## config.mk

```make
export PLATFORM = sky130hd
export DESIGN_NAME = tracker_axis_sequencer
export DESIGN_NICKNAME = d
export VERILOG_FILES = /design/src/rtl/tracker_axis_sequencer.sv
export SDC_FILE = /design/constraint.sdc
export NUM_CORES = 1
export LEC_CHECK = 0
export CELL_PAD_IN_SITES_DETAIL_PLACEMENT = 2
export CELL_PAD_IN_SITES_GLOBAL_PLACEMENT = 2
export CORE_MARGIN = 5
export CORE_UTILIZATION = 33
export DETAILED_ROUTE_END_ITERATION = 8
export MAX_ROUTING_LAYER = met4
export PLACE_DENSITY_LB_ADDON = 0.2
export SLEW_MARGIN = 20
export SYNTH_ARGS = -nofsm -noshare
export SYNTH_HDL_FRONTEND = slang
export SYNTH_SLANG_ARGS = --single-unit
```

## constraint.sdc

```tcl
create_clock -name clk -period 8.3 [get_ports clk]
set_clock_uncertainty 0.1 [all_clocks]
set_input_delay 1.66 -clock clk [delete_from_list [all_inputs] [get_ports clk]]
set_output_delay 1.66 -clock clk [all_outputs]
set_load 0.05 [all_outputs]
```

## src/rtl/tracker_axis_sequencer.sv

```systemverilog
// Two-axis solar tracker sequencer: drives the theta and phi H-bridge enables one axis at a time,
// with settle dwell, direction-reversal dead-time, per-move timeout fault and alignment status.
module tracker_axis_sequencer #(
    parameter int W           = 16,
    parameter int DEADBAND    = 5,
    parameter int FULL_TURN   = 360,
    parameter int SETTLE_CYC  = 1000,
    parameter int REV_GAP     = 16,
    parameter int TIMEOUT_CYC = 1000000
) (
    input  logic         clk,
    input  logic         rst,
    input  logic         sma,
    input  logic [W-1:0] r_v1,
    input  logic [W-1:0] r_v2,
    input  logic [W-1:0] r_h1,
    input  logic [W-1:0] r_h2,
    input  logic [W-1:0] theta_manual,
    input  logic [W-1:0] theta_actual,
    input  logic [W-1:0] phi_manual,
    input  logic [W-1:0] phi_actual,
    input  logic         fault_clr,
    output logic         theta_pos,
    output logic         theta_neg,
    output logic         phi_pos,
    output logic         phi_neg,
    output logic         busy,
    output logic         aligned,
    output logic         fault
);

    localparam int SW = $clog2(SETTLE_CYC + 1);
    localparam int GW = $clog2(REV_GAP + 2);
    localparam int TW = $clog2(TIMEOUT_CYC + 1);

    localparam logic [SW-1:0] SETTLE_LAST = SW'(SETTLE_CYC - 1);
    localparam logic [TW-1:0] TMO_LAST    = TW'(TIMEOUT_CYC - 1);
    localparam logic [GW-1:0] GAP_LEN     = GW'(REV_GAP);
    localparam logic [W:0]    DB_L        = (W+1)'(DEADBAND);
    localparam logic [W:0]    DB2_L       = (W+1)'(2 * DEADBAND);
    localparam logic [W:0]    HALF_L      = (W+1)'(FULL_TURN / 2);

    localparam logic [1:0] DIR_NONE = 2'b00;
    localparam logic [1:0] DIR_POS  = 2'b01;
    localparam logic [1:0] DIR_NEG  = 2'b10;

    typedef enum logic [2:0] {
        S_INIT     = 3'd0,
        S_T_MOVE   = 3'd1,
        S_T_SETTLE = 3'd2,
        S_P_MOVE   = 3'd3,
        S_P_SETTLE = 3'd4,
        S_FAULT    = 3'd5
    } state_t;

    // Inputs are zero-extended by one bit so the difference is a true signed value.
    function automatic logic [W:0] diff_f(input logic [W-1:0] a, input logic [W-1:0] b);
        return {1'b0, a} - {1'b0, b};
    endfunction

    function automatic logic [W:0] mag_f(input logic [W:0] e);
        return e[W] ? (~e + (W+1)'(1)) : e;
    endfunction

    state_t        state_q, state_d;
    logic          sma_q, sma_d;
    logic [1:0]    dir_q, dir_d;
    logic [GW-1:0] gap_q, gap_d;
    logic [SW-1:0] settle_q, settle_d;
    logic [TW-1:0] tmo_q, tmo_d;
    logic          t_al_q, t_al_d;
    logic          p_al_q, p_al_d;
    logic          fault_q, fault_d;
    logic          theta_pos_q, theta_pos_d;
    logic          theta_neg_q, theta_neg_d;
    logic          phi_pos_q, phi_pos_d;
    logic          phi_neg_q, phi_neg_d;
    logic          busy_q, busy_d;
    logic          aligned_q, aligned_d;

    logic          phi_axis_s;
    logic [W:0]    err_t_s, err_p_s, err_s, mag_s;
    logic          in_band_s, out_hyst_s, req_pos_s, rev_wait_s;
    logic          tmo_hit_s, settle_done_s, mode_flip_s;
    logic [1:0]    req_dir_s;
    state_t        first_move_s;

    assign sma_d         = sma;
    assign mode_flip_s   = (sma != sma_q) && (state_q != S_FAULT);
    assign first_move_s  = sma ? S_P_MOVE : S_T_MOVE;
    assign phi_axis_s    = (state_q == S_P_MOVE) || (state_q == S_P_SETTLE);
    assign err_t_s       = sma_q ? diff_f(theta_actual, theta_manual) : diff_f(r_v1, r_v2);
    assign err_p_s       = sma_q ? diff_f(phi_actual, phi_manual) : diff_f(r_h1, r_h2);
    assign err_s         = phi_axis_s ? err_p_s : err_t_s;
    assign mag_s         = mag_f(err_s);
    assign in_band_s     = (mag_s <= DB_L);
    assign out_hyst_s    = (mag_s > DB2_L);
    // Manual phi wraps at FULL_TURN, so more than half a turn is shorter the other way round.
    assign req_pos_s     = ~err_s[W] ^ (phi_axis_s & sma_q & (mag_s > HALF_L));
    assign req_dir_s     = req_pos_s ? DIR_POS : DIR_NEG;
    assign rev_wait_s    = (dir_q != DIR_NONE) && (dir_q != req_dir_s) && (gap_q < GAP_LEN);
    assign tmo_hit_s     = (tmo_q >= TMO_LAST);
    assign settle_done_s = (settle_q >= SETTLE_LAST);

    // State register.
    always_ff @(posedge clk or posedge rst) begin
        if (rst) begin
            state_q <= S_INIT;
        end else begin
            state_q <= state_d;
        end
    end

    // Next-state selection.
    always_comb begin
        state_d = state_q;
        if (mode_flip_s) begin
            state_d = first_move_s;
        end else begin
            case (state_q)
                S_INIT: state_d = first_move_s;
                S_T_MOVE: begin
                    if (in_band_s)      state_d = S_T_SETTLE;
                    else if (tmo_hit_s) state_d = S_FAULT;
                    else                state_d = S_T_MOVE;
                end
                S_T_SETTLE: begin
                    if (out_hyst_s)         state_d = S_T_MOVE;
                    else if (settle_done_s) state_d = S_P_MOVE;
                    else                    state_d = S_T_SETTLE;
                end
                S_P_MOVE: begin
                    if (in_band_s)      state_d = S_P_SETTLE;
                    else if (tmo_hit_s) state_d = S_FAULT;
                    else                state_d = S_P_MOVE;
                end
                S_P_SETTLE: begin
                    if (out_hyst_s)         state_d = S_P_MOVE;
                    else if (settle_done_s) state_d = S_T_MOVE;
                    else                    state_d = S_P_SETTLE;
                end
                S_FAULT: begin
                    if (fault_clr) state_d = first_move_s;
                    else           state_d = S_FAULT;
                end
                default: state_d = S_INIT;
            endcase
        end
    end

    // Drive outputs, counters, stored direction and status flags.
    always_comb begin
        theta_pos_d = 1'b0;
        theta_neg_d = 1'b0;
        phi_pos_d   = 1'b0;
        phi_neg_d   = 1'b0;
        busy_d      = 1'b0;
        dir_d       = DIR_NONE;
        gap_d       = '0;
        settle_d    = '0;
        tmo_d       = '0;
        t_al_d      = t_al_q;
        p_al_d      = p_al_q;
        fault_d     = fault_q;
        if (mode_flip_s) begin
            t_al_d = 1'b0;
            p_al_d = 1'b0;
        end else begin
            case (state_q)
                S_T_MOVE, S_P_MOVE: begin
                    if (state_d == state_q) begin
                        tmo_d  = tmo_q + TW'(1);
                        busy_d = 1'b1;
                        if (rev_wait_s) begin
                            gap_d = gap_q + GW'(1);
                            dir_d = dir_q;
                        end else if (phi_axis_s) begin
                            dir_d     = req_dir_s;
                            phi_pos_d = req_pos_s;
                            phi_neg_d = ~req_pos_s;
                            p_al_d    = 1'b0;
                        end else begin
                            dir_d       = req_dir_s;
                            theta_pos_d = req_pos_s;
                            theta_neg_d = ~req_pos_s;
                            t_al_d      = 1'b0;
                        end
                    end else if (state_d == S_FAULT) begin
                        fault_d = 1'b1;
                    end else begin
                        fault_d = fault_q;
                    end
                end
                S_T_SETTLE, S_P_SETTLE: begin
                    if (state_d == state_q) begin
                        settle_d = settle_q + SW'(1);
                    end else if (!out_hyst_s && phi_axis_s) begin
                        p_al_d = 1'b1;
                    end else if (!out_hyst_s) begin
                        t_al_d = 1'b1;
                    end else begin
                        settle_d = '0;
                    end
                end
                S_FAULT: fault_d = ~fault_clr;
                default: fault_d = fault_q;
            endcase
        end
        aligned_d = t_al_d & p_al_d;
    end

    // Datapath and registered outputs.
    always_ff @(posedge clk or posedge rst) begin
        if (rst) begin
            sma_q       <= 1'b0;
            dir_q       <= DIR_NONE;
            gap_q       <= '0;
            settle_q    <= '0;
            tmo_q       <= '0;
            t_al_q      <= 1'b0;
            p_al_q      <= 1'b0;
            fault_q     <= 1'b0;
            theta_pos_q <= 1'b0;
            theta_neg_q <= 1'b0;
            phi_pos_q   <= 1'b0;
            phi_neg_q   <= 1'b0;
            busy_q      <= 1'b0;
            aligned_q   <= 1'b0;
        end else begin
            sma_q       <= sma_d;
            dir_q       <= dir_d;
            gap_q       <= gap_d;
            settle_q    <= settle_d;
            tmo_q       <= tmo_d;
            t_al_q      <= t_al_d;
            p_al_q      <= p_al_d;
            fault_q     <= fault_d;
            theta_pos_q <= theta_pos_d;
            theta_neg_q <= theta_neg_d;
            phi_pos_q   <= phi_pos_d;
            phi_neg_q   <= phi_neg_d;
            busy_q      <= busy_d;
            aligned_q   <= aligned_d;
        end
    end

    assign theta_pos = theta_pos_q;
    assign theta_neg = theta_neg_q;
    assign phi_pos   = phi_pos_q;
    assign phi_neg   = phi_neg_q;
    assign busy      = busy_q;
    assign aligned   = aligned_q;
    assign fault     = fault_q;

endmodule
```

==> impl_metrics.xml <==
<?xml version="1.0" encoding="UTF-8"?>
<metrics>
  <group name="critical_path">
    <metric name="worst_case_reg_to_reg_path_depth" unit="">15</metric>
    <metric name="worstPathMaxFanout" unit="">12</metric>
    <metric name="ff2ff_setup_slack" unit="ns">1.99</metric>
    <metric name="worstPathArrival" unit="ns">7.95</metric>
    <metric name="r2r_end" unit="">settle_q[2]</metric>
    <metric name="path_cells" unit="">clkdlybuf4s50_1, inv_1, ha_1, fa_1, nand2b_1, a21oi_1, xor2_1, mux4_2, nor4_4, nor3b_2, nand3_1, or4_4, a21oi_2, o221ai_2, or2_1, a211oi_1, o211ai_2, or4_1, nor2_2</metric>
    <metric name="critPathMaxStageDelay" unit="ns">0.76</metric>
    <metric name="critical_path.slowest_cell" unit="">sky130_fd_sc_hd__or4_1</metric>
    <metric name="required" unit="ns">8.42</metric>
    <metric name="critPathBufInv" unit="">2</metric>
    <metric name="r2r_start" unit="">state_q[1]</metric>
    <metric name="worst_setup_path_end_kind" unit="">flip-flop</metric>
    <metric name="timing.setup.critical_path_class" unit="">primary input to flip-flop</metric>
    <metric name="startpoint" unit="">phi_actual[0]</metric>
    <metric name="worst_path_dominant_cell_family" unit="">simple AND/OR/NAND/NOR gates</metric>
    <metric name="setup.worst_path.start_class" unit="">primary input</metric>
  </group>
  <group name="drt">
    <metric name="wl" unit="mm">27.1</metric>
    <metric name="final_antenna_net_count" unit="">0</metric>
    <metric name="detailroute.wirelength.met2" unit="mm">13.2</metric>
    <metric name="drt_pre_antenna_iters" unit="">4</metric>
    <metric name="routed_metal_1_wire_length" unit="mm">12.7</metric>
    <metric name="first_iter_violations" unit="">296</metric>
    <metric name="vias" unit="">7637</metric>
    <metric name="drt-vias-per-instance" unit="">5.67</metric>
    <metric name="post_drt_wl_per_cell" unit="um">20.1</metric>
    <metric name="routed-wl-met3" unit="um">946</metric>
    <metric name="highest_metal_layer_with_signal_wires" unit="">met4</metric>
    <metric name="post-route-drc-count" unit="">0</metric>
  </group>
  <group name="timing">
    <metric name="min_period_over_period" unit="%">94.3</metric>
    <metric name="fmax" unit="MHz">128</metric>
    <metric name="tightest_slew" unit="ns">1.03</metric>
    <metric name="final_critical_path_setup_slack" unit="ns">0.469</metric>
    <metric name="hold_viol" unit="">0</metric>
    <metric name="slew_violations" unit="">0</metric>
    <metric name="min_period" unit="ns">7.83</metric>
    <metric name="setup-violations-final" unit="">0</metric>
    <metric name="setup_repair_after_global_routing_missed_its_margin" unit="">no</metric>
    <metric name="slew_hr" unit="%">30.7</metric>
    <metric name="timing.setup.tns" unit="ns">0</metric>
    <metric name="holdWs" unit="ns">0.392</metric>
  </group>
  <group name="synth">
    <metric name="synth-edff-count" unit="">0</metric>
    <metric name="yosys-mux-area-fraction" unit="%">3.62</metric>
    <metric name="synth_fp_nets" unit="">1144</metric>
    <metric name="synth-xor-area-share" unit="%">7.46</metric>
    <metric name="area_fraction_in_compound_gates_after_synthesis" unit="%">26.0</metric>
    <metric name="synth_top_family_by_area" unit="">compound AO/OA/AOI/OAI gates</metric>
    <metric name="yosysUniqueCellTypes" unit="">94</metric>
    <metric name="synth_cells" unit="">940</metric>
    <metric name="postSynthRegisterBits" unit="">50</metric>
    <metric name="synth.cell_area" unit="um2">7160</metric>
    <metric name="post_synth_and_or_nand_nor_area_fraction" unit="%">26.0</metric>
    <metric name="synth_fa_ha_area_share" unit="%">13.2</metric>
    <metric name="yosys_warnings" unit="">0</metric>
    <metric name="synth_seq_area_share" unit="%">17.5</metric>
    <metric name="fraction_of_registers_with_async_set_or_reset_after_synthesis" unit="%">100</metric>
    <metric name="synth_ff_type" unit="">sky130_fd_sc_hd__dfrtp_1</metric>
    <metric name="synth.avg_cell_area" unit="um2">7.62</metric>
  </group>
  <group name="cts">
    <metric name="deepest_clock_path_buffer_count" unit="">2</metric>
    <metric name="clock_insertion_delay_worst_skew" unit="ns">0.30</metric>
    <metric name="cts_hold_buf" unit="">0</metric>
    <metric name="cts_made_buffers" unit="">5</metric>
    <metric name="ctsHtreeMaxLevel" unit="">2</metric>
    <metric name="tritoncts_num_sinks" unit="">50</metric>
    <metric name="cts.repair.resized" unit="">0</metric>
    <metric name="cts_tree" unit="">yes</metric>
    <metric name="root_buffer" unit="">sky130_fd_sc_hd__clkbuf_16</metric>
    <metric name="post-cts-setup-buffer-count" unit="">0</metric>
    <metric name="path_clk_slew" unit="ns">0.07</metric>
  </group>
  <group name="pwr">
    <metric name="switchingPower" unit="uW">444</metric>
    <metric name="total_leakage_power" unit="nW">3.98</metric>
    <metric name="sw_frac_of_total" unit="%">40.8</metric>
    <metric name="clockPowerShare" unit="%">22.8</metric>
    <metric name="pwr_density_cell" unit="nW/um2">121</metric>
    <metric name="total_power" unit="mW">1.09</metric>
    <metric name="ir_worst_vdd" unit="V">0.0000970</metric>
    <metric name="comb_power_share" unit="%">53.5</metric>
    <metric name="power.internal" unit="uW">645</metric>
    <metric name="share_seq_of_total_power" unit="%">23.7</metric>
  </group>
  <group name="die">
    <metric name="design.die.area" unit="um2">24700</metric>
    <metric name="io-pin-count" unit="">139</metric>
    <metric name="initial_core_util" unit="%">33.1</metric>
    <metric name="floorplan.die.width" unit="um">157</metric>
    <metric name="die_y" unit="um">157</metric>
    <metric name="placeableCoreArea" unit="um2">21600</metric>
    <metric name="total_number_of_placement_rows" unit="">54</metric>
  </group>
  <group name="min_path">
    <metric name="hold-path-cell-count" unit="">1</metric>
    <metric name="hold_path_startpoint" unit="">gap_q[0]</metric>
    <metric name="min_path_type" unit="">flip-flop to flip-flop</metric>
    <metric name="min_to" unit="">gap_q[0]</metric>
  </group>
  <group name="placement">
    <metric name="port_buffers" unit="">138</metric>
    <metric name="post-dp-hpwl" unit="mm">22.4</metric>
    <metric name="place_worst_setup_slack" unit="ns">0.275</metric>
    <metric name="finalWeightedCongestion" unit="">0.885</metric>
    <metric name="post-place-cells" unit="">1340</metric>
  </group>
  <group name="finish">
    <metric name="num-nets-final" unit="">1271</metric>
    <metric name="areaGrowthSynthToFinish" unit="%">25.6</metric>
    <metric name="register_area" unit="um2">1250</metric>
    <metric name="antenna-diode-count" unit="">0</metric>
    <metric name="post_route_cells_drive_above_1_share" unit="%">6.93</metric>
    <metric name="filler_cell_count" unit="">2557</metric>
    <metric name="fin_cells" unit="">1348</metric>
    <metric name="multi_input_area" unit="um2">5470</metric>
  </group>
  <group name="job">
    <metric name="maxcap_violations" unit="">0</metric>
  </group>
  <group name="outcome">
    <metric name="status" unit="">finished clean</metric>
  </group>
  <group name="global_routing">
    <metric name="number_of_antenna_violations_at_the_first_check_in_global_routing" unit="">0</metric>
    <metric name="grt_max_degree" unit="">51</metric>
    <metric name="globalRouteOverflowTotal" unit="">0</metric>
    <metric name="grt.total_usage" unit="%">22.0</metric>
    <metric name="first_global_vias" unit="">8231</metric>
    <metric name="first_pass_grt_wire_length" unit="mm">43.2</metric>
  </group>
</metrics>
==> power by group through the flow <==
stage / clock (mW) / sequential (mW) / combinational (mW)
after floorplan: 0 / 0.266 / 0.366
after global placement: 0 / 0.262 / 0.558
after detailed placement: 0 / 0.263 / 0.574
after CTS: 0.253 / 0.258 / 0.579
after global routing: 0.265 / 0.259 / 0.632
final: 0.249 / 0.258 / 0.583
==> cell usage after synthesis, types with 19 or more instances <==
cell,number,area (um2)
sky130_fd_sc_hd__ha_1,68,851
sky130_fd_sc_hd__xor2_1,32,280
sky130_fd_sc_hd__a21o_1,23,173
sky130_fd_sc_hd__nand3_1,27,135
sky130_fd_sc_hd__nand2b_1,19,119
sky130_fd_sc_hd__dfrtp_1,50,1250
sky130_fd_sc_hd__nor2_1,89,334
sky130_fd_sc_hd__nand2_1,73,274
sky130_fd_sc_hd__o21ai_0,42,210
sky130_fd_sc_hd__and3_1,21,131
sky130_fd_sc_hd__inv_1,84,315
sky130_fd_sc_hd__a21oi_1,73,365
sky130_fd_sc_hd__xnor2_1,29,254
==> state kept, by name (all words and copies together), names as in the netlist, 2 cells and up <==
signal	cells
tmo_q	20
settle_q	10
gap_q	5
state_q	3
dir_q	2
==> stage by stage <==
stage	util [%]	instance area [um2]
after floorplan	-	7160
after global placement	40.8	8810
after detailed placement	40.8	8810
after CTS	41.6	8990
after global routing	41.6	9000
final	41.6	9000
==> cells in the final DEF, fill, tap and decap left out, drive strengths merged, types with 7 or more instances in the layout <==
cell type	count
clkdlybuf4s50	138
nor2	101
inv	85
a21oi	75
nand2	74
ha	68
dfrtp	50
o21ai	46
xor2	32
xnor2	29
nand3	28
a21o	23
and3	21
nand2b	19
nor3	19
mux2i	18
a211oi	18
nand4	13
or2	13
a31oi	12
or3	11
o31ai	11
and2	11
nor2b	9
o211ai	9
o21a	7
and4	7
o22ai	7
buf	7
a31o	7
==> layout make-up <==
cell class	count	share of cell area [%]
timing repair buffer	145	15.9
inverter	85	3.56
clock inverter	2	0.431
clock buffer	6	1.54
tap	280	3.89
sequential	50	13.9
multi-input combinational	780	60.7
==> routing by layer <==
| layer | global-route usage, % | vias up |
|---|---|---|
| li1 | - | 3676 |
| met1 | 28.8 | 3812 |
| met3 | 2.36 | 16 |
| met5 | - | - |
| met4 | 2.54 | 0 |
| met2 | 37.9 | 133 |
==> logic make-up after synthesis <==
logic type      Yosys count
compound gates          272
mux                      22
xor+xnor                 61
flops                    50
fa+ha+maj                73
simple gates            352
buf+inv                 110
==> worst max-delay path by stage <==
stage	endpoint	depth (start not counted)
2_1_floorplan	settle_q[5]	20
3_3_place_gp	settle_q[7]	19
3_5_place_dp	settle_q[2]	19
4_1_cts	settle_q[2]	19
5_1_grt	settle_q[9]	19
6_report	settle_q[2]	19
Note: power is estimated with default switching activity, not from simulation.
